**config.mk**
```make
export PLATFORM = sky130hd
export DESIGN_NAME = pipeline_skid_stage
export DESIGN_NICKNAME = d
export VERILOG_FILES = /design/src/rtl/pipeline_skid_stage.sv
export SDC_FILE = /design/constraint.sdc
export NUM_CORES = 1
export LEC_CHECK = 0
export ABC_AREA = 1
export CAP_MARGIN = 20
export CORE_MARGIN = 3
export CORE_UTILIZATION = 47
export CTS_BUF_LIST = sky130_fd_sc_hd__clkbuf_4 sky130_fd_sc_hd__clkbuf_8
export CTS_CLUSTER_SIZE = 14
export DETAILED_ROUTE_END_ITERATION = 16
export HOLD_SLACK_MARGIN = 0.05
export PLACE_DENSITY = 0.79
export SYNTH_ARGS = -nofsm -noshare
export SYNTH_HDL_FRONTEND = slang
export SYNTH_SLANG_ARGS = --single-unit
```
**constraint.sdc**
```tcl
create_clock -name clk -period 2.7 [get_ports clk]
set_input_delay 0.405 -clock clk [delete_from_list [all_inputs] [get_ports clk]]
set_output_delay 0.405 -clock clk [all_outputs]
set_load 0.01 [all_outputs]
```
**src/rtl/pipeline_skid_stage.sv**
```systemverilog
`default_nettype none
// ============================================================================
// Module   : pipeline_skid_stage
// Purpose  : Two-entry skid stage with registered outputs and tag-selective
//            squash, full flush and a saturating squash counter.
// Revision : 1.0  initial release
// ============================================================================
module pipeline_skid_stage #(
    parameter int PAYLOAD_WIDTH  = 160,
    parameter int TAG_WIDTH      = 3,
    parameter int ZERO_ON_BUBBLE = 1,
    parameter int CNT_WIDTH      = 16
) (
    input  logic                        clk,
    input  logic                        rst,
    input  logic                        flush,
    input  logic [(1<<TAG_WIDTH)-1:0]   squash_mask,
    input  logic                        in_valid,
    output logic                        in_ready,
    input  logic [PAYLOAD_WIDTH-1:0]    in_data,
    input  logic [TAG_WIDTH-1:0]        in_tag,
    output logic                        out_valid,
    input  logic                        out_ready,
    output logic [PAYLOAD_WIDTH-1:0]    out_data,
    output logic [TAG_WIDTH-1:0]        out_tag,
    output logic [1:0]                  occupancy,
    output logic [CNT_WIDTH-1:0]        squash_count
);

    localparam int NCAND = 3;

    logic                       main_valid_q, main_valid_d;
    logic [PAYLOAD_WIDTH-1:0]   main_data_q,  main_data_d;
    logic [TAG_WIDTH-1:0]       main_tag_q,   main_tag_d;
    logic                       skid_valid_q, skid_valid_d;
    logic [PAYLOAD_WIDTH-1:0]   skid_data_q,  skid_data_d;
    logic [TAG_WIDTH-1:0]       skid_tag_q,   skid_tag_d;
    logic [CNT_WIDTH-1:0]       count_q,      count_d;

    logic                       consume;
    logic                       accept;
    logic [NCAND-1:0]           cand_valid;
    logic [PAYLOAD_WIDTH-1:0]   cand_data [NCAND];
    logic [TAG_WIDTH-1:0]       cand_tag  [NCAND];
    logic [NCAND-1:0]           killed;
    logic [NCAND-1:0]           surv;
    logic [1:0]                 kill_n;
    logic [CNT_WIDTH+1:0]       count_sum;

    // Candidates in age order: held main, skid, then the beat accepted now.
    always_comb begin
        consume       = main_valid_q & out_ready;
        accept        = in_valid & ~skid_valid_q;

        cand_valid[0] = main_valid_q & ~consume;
        cand_data[0]  = main_data_q;
        cand_tag[0]   = main_tag_q;
        cand_valid[1] = skid_valid_q;
        cand_data[1]  = skid_data_q;
        cand_tag[1]   = skid_tag_q;
        cand_valid[2] = accept;
        cand_data[2]  = in_data;
        cand_tag[2]   = in_tag;

        for (int k = 0; k < NCAND; k++) begin
            killed[k] = cand_valid[k] & ~flush &  squash_mask[cand_tag[k]];
            surv[k]   = cand_valid[k] & ~flush & ~squash_mask[cand_tag[k]];
        end
    end

    always_comb begin
        main_valid_d = 1'b0;
        skid_valid_d = 1'b0;
        main_data_d  = (ZERO_ON_BUBBLE != 0) ? '0 : main_data_q;
        main_tag_d   = (ZERO_ON_BUBBLE != 0) ? '0 : main_tag_q;
        skid_data_d  = (ZERO_ON_BUBBLE != 0) ? '0 : skid_data_q;
        skid_tag_d   = (ZERO_ON_BUBBLE != 0) ? '0 : skid_tag_q;

        // First survivor fills main, second fills skid.
        for (int k = 0; k < NCAND; k++) begin
            if (surv[k]) begin
                if (!main_valid_d) begin
                    main_valid_d = 1'b1;
                    main_data_d  = cand_data[k];
                    main_tag_d   = cand_tag[k];
                end else if (!skid_valid_d) begin
                    skid_valid_d = 1'b1;
                    skid_data_d  = cand_data[k];
                    skid_tag_d   = cand_tag[k];
                end
            end
        end
    end

    always_comb begin
        kill_n    = 2'(killed[0]) + 2'(killed[1]) + 2'(killed[2]);
        count_sum = (CNT_WIDTH+2)'(count_q) + (CNT_WIDTH+2)'(kill_n);
        if (count_sum[CNT_WIDTH+1:CNT_WIDTH] != 2'b00) begin
            count_d = '1;
        end else begin
            count_d = count_sum[CNT_WIDTH-1:0];
        end
    end

    always_ff @(posedge clk) begin
        if (rst) begin
            main_valid_q <= 1'b0;
            main_data_q  <= '0;
            main_tag_q   <= '0;
            skid_valid_q <= 1'b0;
            skid_data_q  <= '0;
            skid_tag_q   <= '0;
            count_q      <= '0;
        end else begin
            main_valid_q <= main_valid_d;
            main_data_q  <= main_data_d;
            main_tag_q   <= main_tag_d;
            skid_valid_q <= skid_valid_d;
            skid_data_q  <= skid_data_d;
            skid_tag_q   <= skid_tag_d;
            count_q      <= count_d;
        end
    end

    assign in_ready     = ~skid_valid_q;
    assign out_valid    = main_valid_q;
    assign out_data     = main_data_q;
    assign out_tag      = main_tag_q;
    assign occupancy    = 2'(main_valid_q) + 2'(skid_valid_q);
    assign squash_count = count_q;

endmodule
`default_nettype wire

```
==> flow_summary.json <==
{
  "status": "finished, violations left",
  "violations": "negative setup slack",
  "final_layout_size_suffix_gt1_share_pct": 12.5,
  "power.static_leakage_nw": 8.50,
  "critical-path-slowest-cell": "sky130_fd_sc_hd__fa_1",
  "number_of_synthesized_register_bits": 344,
  "mostFrequentLayoutCells": "sky130_fd_sc_hd__nand2_1, sky130_fd_sc_hd__nor2_1, sky130_fd_sc_hd__clkdlybuf4s50_1",
  "p_total_mw": 11.0,
  "die_w_um": 188,
  "filler_cells": 2703,
  "drc_errors": 0,
  "routabilityCongestion": 0.893,
  "crit_chain": "inv_4 -> nand2_1 -> nand3_1 -> nand2_1 -> nand2_1 -> nand2_1 -> nand2_1 -> fa_1 -> inv_2 -> ha_4 -> fa_2 -> nand2_2 -> nor2_4 -> nand3_2 -> nor3_4 -> nand2_2 -> nor2_2 -> nand3_1 -> nand2_1 -> nor2_1",
  "cts.hold.buffers_added": 0,
  "cp-end-kind": "register",
  "place_hpwl_mm": 30.9,
  "final_max_slew_viol_count": 0,
  "route.detailed.wl_per_inst_um": 15.2,
  "final.setup_skew_ns": 0.0230,
  "first_pass_iters": 5,
  "cts_max_level": 2,
  "worst_slew_pin_slew_ns": 0.903,
  "critical_path_depth": 20,
  "clk_root_buffer_cell": "sky130_fd_sc_hd__clkbuf_8",
  "ir_drop_v": 0.000374,
  "tritoncts_clock_tree": "done",
  "cap_viol_max_count": 0,
  "critical_path.max_fanout": 6,
  "cts_sinks": 344,
  "ant_nets": 0,
  "dpl-instance-area_mm2": 0.0199,
  "pwr-share-clk_pct": 42.9,
  "post-route-period-util_pct": 106,
  "synth_sequential_area_ratio_pct": 44.2,
  "drt_iter0_markers": 1079,
  "cp-start-kind": "register",
  "power_frac_comb_pct": 9.4,
  "post_synth_instance_area_mm2": 0.0156,
  "grt_start_max_net_pins": 175,
  "buffer_ports.inserted": 358,
  "grt_overflow": 0,
  "critical_path.most_common_cell": "sky130_fd_sc_hd__nand2_1",
  "area_delta_synth_final_pct": 36.3,
  "postSynthNetCount": 2478,
  "min_delay_path_depth": 4,
  "final_hold_viol_count": 0,
  "io_pins": 359,
  "crit_family": "simple AND/OR/NAND/NOR gates",
  "clkLatencyLatePin_ns": 0.58,
  "cp.buffers_inverters": 2,
  "setup_slack_ns": -0.170,
  "drt-total-wl_mm": 47.3,
  "timing.final.setup_violations": 16,
  "grt_pass1_vias": 15600,
  "num-nets-final": 2811,
  "intPower_mw": 8.37,
  "ys_types": 28,
  "clkTransAtPathRegs_ns": 0.07,
  "num_rows": 66,
  "grt_setup_unrepaired": "true",
  "initial_core_utilization_pct": 47.7,
  "cts_buffers": 56,
  "worstHoldPathType": "input pin to register",
  "post-route-cell-area_mm2": 0.0212,
  "fin_tns_setup_ns": -2.02,
  "worst_r2r_path_depth": 20,
  "syn_area_per_cell_um2": 6.78,
  "cp_data_arrival_time_ns": 3.34,
  "switching_share_pct": 24.0,
  "slew-limit-headroom_pct": 39.8,
  "grt_antenna_before_repair": 3,
  "crit_type": "register to register",
  "max_clk_rate_mhz": 348,
  "power_per_cell_area_mw_per_mm2": 518,
  "die-height_um": 188,
  "layout_commonest_cell": "sky130_fd_sc_hd__nand2_1",
  "seq_power_share_pct": 47.7,
  "pre_cts_ws_ns": -1.02,
  "syn_inst": 2297,
  "synth-warning-count": 0,
  "postLayoutCoreUtil_pct": 65.1,
  "clock_path_buffers": 3,
  "layout_min_cycle_time_ns": 2.87,
  "die_area_mm2": 0.0353,
  "num_vias": 15800,
  "netSwitchingPower_mw": 2.64,
  "grt_util_all_layers_pct": 26.0,
  "post_drt_via_cell_ratio": 5.06,
  "critical_path.max_stage_delay_ns": 0.45,
  "core_region_area_mm2": 0.0326,
  "grt_first_pass_wirelength_mm": 77.1,
  "timing.critical_path.required_ns": 3.17
}
timing repair:
item                       CTS  global route
setup buffers                3             3
setup endpoints to repair   16            16
pin swaps                    8             6
resized for setup           19            10
state kept, by name, summed over array words and instances (netlist names):
register	cells
skid_tag_q	3
skid_valid_q	1
out_data	160
out_valid	1
out_tag	3
skid_data_q	160
squash_count	16
through the flow:
step	hold WS (ns)	instances
after floorplan	0.440	2297
final	0.261	3113
after detailed placement	0.456	3008
after CTS	0.228	3108
after global routing	0.257	3112
after global placement	0.449	3008
cell usage after synthesis (all sizes together):
library cell | count | area [um^2]
nand2 | 576 | 2170
nor3b | 1 | 7.51
nor3 | 4 | 25.0
fa | 2 | 40.0
o21ai | 182 | 911
xnor2 | 3 | 26.3
buf | 86 | 557
nor2 | 361 | 1370
or2 | 105 | 657
and3 | 1 | 6.26
ha | 3 | 37.5
xor2 | 3 | 26.3
inv | 222 | 833
nand3 | 86 | 468
nand4 | 36 | 225
a21oi | 209 | 1050
dfxtp | 344 | 6890
clkbuf | 72 | 270
a31oi | 1 | 6.26
power groups by stage:
stage / Combinational, mW / Clock (mW) / Sequential (mW)
2_1_floorplan: 0.425 / 0 / 5.38
3_3_place_gp: 1.01 / 0 / 5.35
3_5_place_dp: 1.02 / 0 / 5.36
4_1_cts: 1.03 / 4.83 / 5.25
5_1_grt: 1.12 / 5.05 / 5.26
6_report: 1.03 / 4.73 / 5.25
cells by family (layout without fill, tap and decap cells):
group                    after synthesis  count (layout)  synth area share (%)
AND/OR/NAND/NOR                     1170            1170                  31.7
AO/OA/AOI/OAI                        392             392                  12.6
buffers and inverters                380             752                  10.7
flip-flops                           344             344                  44.2
XOR/XNOR                               6               6                 0.338
adder cells (fa/ha/maj)                5               5                 0.498
other                                  0               2                     0
area by class of cell:
type	count	area, um^2	share of cell area, %
tap	442	553	2.61
clock inverter	10	76.3	0.360
inverter	222	856	4.03
multi-input combinational	1573	7190	33.9
antenna	2	5.00	0.0236
clock buffer	87	1100	5.17
timing repair buffer	433	4560	21.5
sequential	344	6890	32.5
final timing paths:
kind / from / endpoint / slack (ns)
worst max-delay path: out_tag[0]$_SDFF_PP0_ / squash_count[14]$_SDFF_PP0_ / -0.17
worst min-delay path: rst / squash_count[9]$_SDFF_PP0_ / 0.26
worst min register to register: skid_data_q[139]$_SDFF_PP0_ / skid_data_q[139]$_SDFF_PP0_ / 0.46
worst max register to register: out_tag[0]$_SDFF_PP0_ / squash_count[14]$_SDFF_PP0_ / -0.17
routing by layer:
metal,vias to the layer above,global-route usage (%),part of all wire [%]
met2,612,44.0,46
met1,7201,31.8,41
met5,-,0,0.019
met4,2,10.1,3.5
met3,115,6.79,9.1
li1,7827,-,-
worst min-delay path, cell delays in order:
cell and delay, ns:
sky130_fd_sc_hd__buf_6 0.08, sky130_fd_sc_hd__inv_1 0.16, sky130_fd_sc_hd__nand2_1 0.12, sky130_fd_sc_hd__inv_1 0.03
(Power assumes the default switching activity.)
